`src/rtl/shift_unit_if.sv`:
```
// Handshake and data bundle between the ALU stage, the serial shifter and the C-bus consumer.
// master drives operations and out_ready; slave is the shifter.
interface shift_unit_if #(
  parameter int NBITS = 32,
  parameter int SHW   = $clog2(NBITS)
);
  logic             in_valid;
  logic             in_ready;
  logic [NBITS-1:0] y;
  logic [1:0]       op;
  logic [SHW-1:0]   shamt;
  logic             out_valid;
  logic             out_ready;
  logic [NBITS-1:0] c;
  logic             n_flag;
  logic             z_flag;
  logic             busy;

  modport master (
    output in_valid, y, op, shamt, out_ready,
    input  in_ready, out_valid, c, n_flag, z_flag, busy
  );

  modport slave (
    input  in_valid, y, op, shamt, out_ready,
    output in_ready, out_valid, c, n_flag, z_flag, busy
  );
endinterface

```
`src/rtl/shift_unit.sv`:
```
// Serial one-bit-per-cycle shifter between the ALU result and the C-bus,
// with valid/ready on both sides and N/Z flags latched on each delivered result.
//
// state | meaning
// IDLE  | ready for a new operation, c holds the last result
// SHIFT | one shift per cycle, count runs down to 1
// DONE  | result presented on c until the consumer takes it
module shift_unit #(
  parameter int NBITS = 32,
  parameter int SHW   = $clog2(NBITS)
) (
  input  logic           clk,
  input  logic           reset,
  shift_unit_if.slave    bus
);

  typedef enum logic [1:0] {
    IDLE  = 2'b00,
    SHIFT = 2'b01,
    DONE  = 2'b10
  } state_t;

  localparam logic [1:0] OP_PASS = 2'b00;
  localparam logic [1:0] OP_SLL  = 2'b01;
  localparam logic [1:0] OP_SRL  = 2'b10;

  state_t           state, state_nx;
  logic [NBITS-1:0] data;
  logic [1:0]       op_q;
  logic [SHW-1:0]   count;

  logic             out_valid_q, out_valid_nx;
  logic [NBITS-1:0] c_q, c_nx;
  logic             n_q, n_nx;
  logic             z_q, z_nx;
  logic             in_ready_c;
  logic             accept;
  logic             handshake;
  logic [NBITS-1:0] shifted;

  always_ff @(posedge clk) begin
    if (reset) state <= IDLE;
    else       state <= state_nx;
  end

  always_comb begin
    state_nx = state;
    case (state)
      IDLE: begin
        if (accept) begin
          if (bus.op == OP_PASS || bus.shamt == '0) state_nx = DONE;
          else                                      state_nx = SHIFT;
        end
      end
      SHIFT: begin
        if (count == SHW'(1)) state_nx = DONE;
      end
      DONE: begin
        if (handshake) state_nx = IDLE;
      end
      default: state_nx = IDLE;
    endcase
  end

  // out_valid drops on the handshake edge itself so a result is never taken twice
  always_comb begin
    in_ready_c   = (state == IDLE) && !reset;
    accept       = bus.in_valid && in_ready_c;
    handshake    = out_valid_q && bus.out_ready;
    out_valid_nx = (state == DONE) && !handshake;
    c_nx         = (state == DONE) ? data : c_q;
    n_nx         = handshake ? c_q[NBITS-1] : n_q;
    z_nx         = handshake ? (c_q == '0) : z_q;
  end

  always_comb begin
    case (op_q)
      OP_SLL:  shifted = {data[NBITS-2:0], 1'b0};
      OP_SRL:  shifted = {1'b0, data[NBITS-1:1]};
      default: shifted = {data[NBITS-1], data[NBITS-1:1]};
    endcase
  end

  always_ff @(posedge clk) begin
    if (reset) begin
      data        <= '0;
      op_q        <= OP_PASS;
      count       <= '0;
      out_valid_q <= 1'b0;
      c_q         <= '0;
      n_q         <= 1'b0;
      z_q         <= 1'b0;
    end else begin
      if (accept) begin
        data  <= bus.y;
        op_q  <= bus.op;
        count <= bus.shamt;
      end else if (state == SHIFT) begin
        data  <= shifted;
        count <= count - SHW'(1);
      end
      out_valid_q <= out_valid_nx;
      c_q         <= c_nx;
      n_q         <= n_nx;
      z_q         <= z_nx;
    end
  end

  assign bus.in_ready  = in_ready_c;
  assign bus.busy      = (state != IDLE);
  assign bus.out_valid = out_valid_q;
  assign bus.c         = c_q;
  assign bus.n_flag    = n_q;
  assign bus.z_flag    = z_q;

endmodule

```
`src/flat_wrapper.sv`:
```
// flat-port wrapper written by rule: the top's interface ports become plain ports
module shift_unit_flat 
#(
  parameter int NBITS = 32,
  parameter int SHW   = $clog2(NBITS)
)
  (clk, reset, bus_in_valid, bus_y, bus_op, bus_shamt, bus_out_ready, bus_in_ready, bus_out_valid, bus_c, bus_n_flag, bus_z_flag, bus_busy);
  shift_unit_if #(.NBITS(NBITS), .SHW(SHW)) bus_i ();
  input  logic clk;
  input  logic reset;
  input wire logic [$bits(bus_i.in_valid)-1:0] bus_in_valid;
  input wire logic [$bits(bus_i.y)-1:0] bus_y;
  input wire logic [$bits(bus_i.op)-1:0] bus_op;
  input wire logic [$bits(bus_i.shamt)-1:0] bus_shamt;
  input wire logic [$bits(bus_i.out_ready)-1:0] bus_out_ready;
  output wire logic [$bits(bus_i.in_ready)-1:0] bus_in_ready;
  output wire logic [$bits(bus_i.out_valid)-1:0] bus_out_valid;
  output wire logic [$bits(bus_i.c)-1:0] bus_c;
  output wire logic [$bits(bus_i.n_flag)-1:0] bus_n_flag;
  output wire logic [$bits(bus_i.z_flag)-1:0] bus_z_flag;
  output wire logic [$bits(bus_i.busy)-1:0] bus_busy;
  assign bus_i.in_valid = bus_in_valid;
  assign bus_i.y = bus_y;
  assign bus_i.op = bus_op;
  assign bus_i.shamt = bus_shamt;
  assign bus_i.out_ready = bus_out_ready;
  assign bus_in_ready = bus_i.in_ready;
  assign bus_out_valid = bus_i.out_valid;
  assign bus_c = bus_i.c;
  assign bus_n_flag = bus_i.n_flag;
  assign bus_z_flag = bus_i.z_flag;
  assign bus_busy = bus_i.busy;
  shift_unit #(.NBITS(NBITS), .SHW(SHW)) u_core (.clk(clk), .reset(reset), .bus(bus_i));
endmodule
```
`config.mk`:
```
export PLATFORM = sky130hd
export DESIGN_NAME = shift_unit_flat
export DESIGN_NICKNAME = d
export VERILOG_FILES = /design/src/rtl/shift_unit_if.sv /design/src/rtl/shift_unit.sv /design/src/flat_wrapper.sv
export SDC_FILE = /design/constraint.sdc
export NUM_CORES = 1
export LEC_CHECK = 0
export ABC_CLOCK_PERIOD_IN_PS = 1800
export BUFFER_PORTS_ARGS = -buffer_cell sky130_fd_sc_hd__buf_2
export CAP_MARGIN = 20
export CORE_UTILIZATION = 48
export DETAILED_ROUTE_END_ITERATION = 10
export PLACE_DENSITY = 0.75
export SLEW_MARGIN = 30
export SYNTH_ARGS = -nofsm -noshare
export SYNTH_HDL_FRONTEND = slang
export SYNTH_SLANG_ARGS = --single-unit
export TNS_END_PERCENT = 1
```
`constraint.sdc`:
```
create_clock -name clk -period 1.8 [get_ports clk]
set_input_delay 0.18 -clock clk [delete_from_list [all_inputs] [get_ports clk]]
set_output_delay 0.18 -clock clk [all_outputs]
set_load 0.005 [all_outputs]
```
==> impl_metrics.toml, run 1 <==
[synthesis]
synth_compound_area_frac = 0.257
yosysWarningCount = 0
syn_nets = 462
synth_seq_area_share = 0.446
ys_types = 36
ys_ff_latch = 76
synthMuxAreaShare = 0
synth_top_area_share = 0.446
synthTopCellsByArea = "dfxtp_1 (45%), nand2_1 (11%), a221oi_1 (7.7%), o41ai_1 (7.2%), a21oi_1 (5.9%)"
synthAdderAreaFrac = 0.0147
syn_area_um2 = 3410
synth_top_family_by_area = "compound AO/OA/AOI/OAI gates"
synth_area_per_cell_um2 = 8.22
synth_xor_area_frac = 0
yosysTopAreaCell = "dfxtp_1"
yosys.area_share.simple = 0.214
synthCells = 415

[timing]
period_share = 0.994
maxSlewHeadroom = 0.709
fmax_mhz = 559
min_period_ns = 1.79
rsz0062_at_grt = "true"
setup-violations-final = 0
setup_tns_ns = 0
setup_ws_ns = 0.0103
drv_slew = 0
tightest_slew_ns = 0.436
hold_violations = 0
fin_skew_ns = 0.00877

[global_route]
grt.overflow.total = 0
grt_pass1_vias = 3025
antenna_found_initial = 0
grt_max_degree = 41
grt_pass1_wl_um = 14600
grt_use_total = 0.249

[cts]
cts_tree = "done"
clkLatencyLatePin_ns = 0.36
cts_sinks = 76
path_clk_slew_ns = 0.08
cts_buffers = 9
cts_buffer_depth = 2
post_cts_buffers = 0
cts_max_level = 3
clockRootBuffer = "clkbuf_8"

[worst_setup_path]
slowest_delay_ns = 0.35
path_max_fanout = 17
worst-setup-path-type = "register to register"
cp.arrival_ns = 2.02
path_cells = "inv_1 > ha_1 > or2_2 > buf_4 > a221oi_1 > o41ai_1"
start_kind = "register"
critPathCaptureType = "register"
required_ns = 2.03
cp_slowest_cell = "dfxtp_1"

[worst_hold_path]
hold_class = "input pin to register"

[final_layout]
nets = 529
drive_above_1_share = 0.259
area_growth_pct = 20.7
antenna_cells = 0
fillers = 634

[die]
io_pins = 80
core-area_um2 = 6830
die_x_um = 86.3
die_h_um = 86.3
die_area_um2 = 7440
start_util = 0.499
rows = 30

[routing]
drt-pass1-iter-count = 6
first_iter_violations = 255
drc = 0
num_vias = 3433
detail-route-antenna-nets = 0
vias_per_cell = 5.90
wl_um = 9130
wl_per_cell_um = 15.7

[power]
leakage_nw = 1.66
peakVddDrop_uv = 399
power.total_mw = 4.15
powerDensity_nw_per_um2 = 1010

[outcome]
status = "complete, no violations"

[flow_run]
cap_violations = 0

[placement]
place_congestion = 0.775
dpl.hpwl_um = 6020
io_buffers = 79
post-place-ws_ns = 0.0142
## critical path: cells and delay by family (launching register included)
family	cells	cell delay [ns]
fa+ha+maj	1	0.30
flops	1	0.35
buf+inv	2	0.28
simple gates	1	0.29
compound gates	2	0.44
## placed cells by master, fill, tap and decap left out, drive strengths merged, types with 2 or more instances in the layout
cell type and count:
nor2b 3, a32oi 3, a21oi 40, buf 96
a21o 2, inv 5, o31ai 3, nand2 104
ha 4, bufinv 2, or2 2, dfxtp 76
a221oi 32, nor2 40, nand3 3, clkbuf 11
o41ai 30, o21ai 4, nor4 7, clkinv 2
nor3 5, nand2b 3
## stage by stage
step	hold WS (ns)	area (µm²)	utilization	std cells
floorplan	0.283	3410	-	415
global placement	0.375	3870	0.566	567
detailed placement	0.374	3870	0.566	567
CTS	0.0100	4100	0.600	582
global route	0.0192	4120	0.603	582
finish	0.00978	4120	0.603	582
## final timing paths
check	from	end	slack, ns	depth (start not counted)
worst max register to register	u_core.op_q[0]	u_core.data[7]	0.01	6
worst min-delay path	bus_y[3]	u_core.data[3]	0.01	3
worst max-delay path	u_core.op_q[0]	u_core.data[7]	0.01	6
worst min register to register	u_core.bus.n_flag	u_core.bus.n_flag	0.46	2
## where the power goes
| part | internal, mW | switching [mW] | total, mW |
|---|---|---|---|
| clock | 0.812 | 0.625 | 1.44 |
| sequential | 1.82 | 0.165 | 1.99 |
| combinational | 0.305 | 0.421 | 0.726 |
| total | 2.94 | 1.21 | 4.15 |
## Yosys cell counts (all sizes together)
library cell    n
nand2         104
dfxtp          76
a21oi          40
nor2           40
a221oi         32
o41ai          30
buf            28
clkbuf         12
nor4            7
inv             5
nor3            5
ha              4
o21ai           4
a32oi           3
nand2b          3
nand3           3
nor2b           3
o31ai           3
a21o            2
or2             2
a22oi           1
a2bb2oi         1
nand3b          1
nand4           1
nand4b          1
nor3b           1
nor4b           1
o22ai           1
or4             1
## sequential cells by signal, indices dropped and copies added, names as in the netlist
register / cells
u_core.bus.n_flag: 1
u_core.count: 5
u_core.state: 2
u_core.bus.out_valid: 1
u_core.op_q: 2
u_core.bus.c: 32
u_core.data: 32
u_core.bus.z_flag: 1
## final cells by class
cell class,instances,area (µm²),share of cell area
Inverter,5,18.8,0.00456
Timing Repair Buffer,96,536,0.130
Clock buffer,11,141,0.0343
Clock inverter,4,73.8,0.0179
Tap cell,96,120,0.0292
Sequential cell,76,1520,0.370
Multi-Input combinational cell,294,1710,0.414
## repair_timing
| action | 4_1_cts | 5_1_grt |
|---|---|---|
| endpoints found under the setup margin | 2 | 30 |
| pin swaps | 0 | 5 |
| hold buffers | 0 | 0 |
| resized for setup | 2 | 3 |
## per-layer routing
metal | vias to the layer above | share of wire | global-route usage
li1 | 1637 | - | -
met1 | 1599 | 0.45 | 0.340
met2 | 179 | 0.44 | 0.385
met3 | 18 | 0.079 | 0.0467
met4 | 0 | 0.021 | 0.108
met5 | - | 0 | 0
## cells by family after synthesis
family / Yosys count
adder cells (fa/ha/maj): 4
flip-flops: 76
AO/OA/AOI/OAI: 117
buffers and inverters: 45
AND/OR/NAND/NOR: 173
Note: power is estimated with default switching activity, not from simulation.
==> run 2: changes to the inputs <==
Settings changed: ABC_AREA set to 1, CAP_MARGIN 20 to 25, CORE_UTILIZATION 48 to 49, PLACE_DENSITY 0.75 to 0.76.
==> run 2 against run 1 <==
Largest power group unchanged. Worst hold slack gained 0.074 ns. Register-to-register slack gained 0.25 ns. Global-route usage grew 0.18 points. Die area grew 4.1%. Wire length grew 0.90%. Critical endpoint is now u_core.data[1]. Critical path depth grew 1. Cell count grew 20%. Via count grew 7.5%. First-iteration DRC count grew 24%. Total power grew 30%. Count of clock-buffer cells in the layout is the same.
==> impl_metrics.toml, run 2 <==
[placement]
dpl.hpwl_um = 6570
placed_area_um2 = 4110
io_buffers = 79
place_congestion = 0.787

[synthesis]
ys_types = 27
ys.flop_type = "dfxtp_1"
synth_edf_count = 0
yosysWarningCount = 0
synth_seq_area_share = 0.420
ys_ff_latch = 76
synthTopCellsByArea = "dfxtp_1 (42%), nand2_1 (11%), inv_1 (8.3%), o21ai_0 (6.1%), o22ai_1 (5.0%)"
netlist_top_cells_count = "nand2_1 (106), inv_1 (80), dfxtp_1 (76)"
syn_nets = 579
async_reset_ff_frac = 0
yosysMostFrequentCell = "nand2_1"
synthCells = 532
synth_top_area_share = 0.420
syn_area_um2 = 3620
synth_area_per_cell_um2 = 6.81
yosysTopAreaCell = "dfxtp_1"

[routing]
vias_per_cell = 5.26
detail-route-antenna-nets = 0
wl_per_cell_um = 13.1
first_iter_violations = 317
drt-pass1-iter-count = 5
drc = 0
wl_um = 9210
num_vias = 3689

[cts]
cts_buffers = 9
cts_tree = "done"
cts_sinks = 76
post_cts_buffers = 0
cts_resized = 0
clkLatencyLatePin_ns = 0.35
cts_max_level = 3
cts_buffer_depth = 2
path_clk_slew_ns = 0.07
clockRootBuffer = "clkbuf_8"
hold_buffers = 0

[timing]
fin_skew_ns = 0.00852
drv_slew = 0
fmax_mhz = 648
period_share = 0.857
min_period_ns = 1.54
setup_tns_ns = 0
rsz0062_at_grt = "false"
tightest_slew_ns = 0.576
hold_violations = 0
maxSlewHeadroom = 0.616
setup-violations-final = 0
whs_ns = 0.0838

[die]
die_h_um = 88.0
start_util = 0.519
rows = 30
core-area_um2 = 6980
io_pins = 80
die_x_um = 88.0
die_area_um2 = 7750

[worst_hold_path]
whs_path_depth = 3
hold_class = "input pin to register"

[power]
leakage_nw = 2.12
peakVddDrop_uv = 502
powerDensity_nw_per_um2 = 1250

[worst_setup_path]
worst-setup-path-type = "register to register"
start_kind = "register"
path_max_fanout = 34
cp.arrival_ns = 1.79
worst-r2r-cell-count = 7
critPathCaptureType = "register"
required_ns = 2.04

[global_route]
grt_pass1_wl_um = 15000
antenna_found_initial = 0
grt_use_total = 0.251
grt_max_degree = 70
grt.overflow.total = 0
grt_pass1_vias = 3246

[flow_run]
cap_violations = 0

[final_layout]
mostFrequentLayoutCells = "nand2_1 (106), inv_1 (80), buf_2 (79)"
area_growth_pct = 19.2
nets = 648
stdcell_area_um2 = 4320
drive_above_1_share = 0.190
final_common_cell = "nand2_1"
antenna_cells = 0

[outcome]
status = "complete, no violations"
-- run 2: cell types whose count changed after synthesis, sizes merged, moves of 7 or more --
| cell | previous run | this run |
|---|---|---|
| o22ai | 1 | 29 |
| o21ai | 4 | 70 |
| inv | 5 | 83 |
| buf | 28 | 17 |
| o41ai | 30 | 0 |
| nand3 | 3 | 23 |
| a221oi | 32 | 0 |
| nor4 | 7 | 0 |
| a31oi | 0 | 17 |
-- run 2: kinds of logic (layout without fill, tap and decap cells) --
group | count (synthesis) | in the layout | share of synthesized area
AND/OR/NAND/NOR | 180 | 180 | 0.202
AO/OA/AOI/OAI | 154 | 154 | 0.231
buffers and inverters | 117 | 190 | 0.131
flip-flops | 76 | 76 | 0.420
adder cells (fa/ha/maj) | 4 | 4 | 0.0138
XOR/XNOR | 1 | 1 | 0.00242
-- run 2: worst paths after layout --
path	startpoint	end	slack (ns)
max	u_core.state[1]	u_core.data[1]	0.26
min	bus_y[31]	u_core.data[31]	0.08
max reg2reg	u_core.state[1]	u_core.data[1]	0.26
min reg2reg	u_core.bus.n_flag	u_core.bus.n_flag	0.50
-- run 2: power by group --
part	internal [mW]	switching (mW)
combinational	0.687	1.09
clock	0.812	0.607
sequential	2.00	0.203
total	3.50	1.90
-- run 2: cell type report --
class                      count  area, µm²
clock buffer                  11        141
clock inverter                 4       73.8
fill                         654       2660
inverter                      83        312
multi-input combinational    339       1640
sequential                    76       1520
tap                           96        120
timing repair buffer          92        518
-- run 2: through the flow --
stage	setup slack, ns	cells	utilization	power (mW)
after detailed placement	0.305	686	0.588	3.98
after CTS	0.288	701	0.619	5.40
final	0.258	701	0.619	5.40
after global placement	0.327	686	0.588	3.93
after floorplan	0.271	532	-	3.45
after global routing	0.148	701	0.619	5.77
-- run 2: routing by layer --
metal | track usage | vias up | wire (µm)
li1 | - | 1873 | -
met1 | 0.359 | 1678 | 4550
met2 | 0.375 | 123 | 3970
met3 | 0.0368 | 15 | 537
met4 | 0.107 | 0 | 165
met5 | 0 | - | 0
-- run 2: critical path, stage by stage, from the launching register on --
cell and delay [ns]:
dfxtp_1 0.40, inv_1 0.10, nand2_1 0.20, nand2_2 0.18, buf_12 0.21, or2_1 0.21
nand3_1 0.08, inv_1 0.04
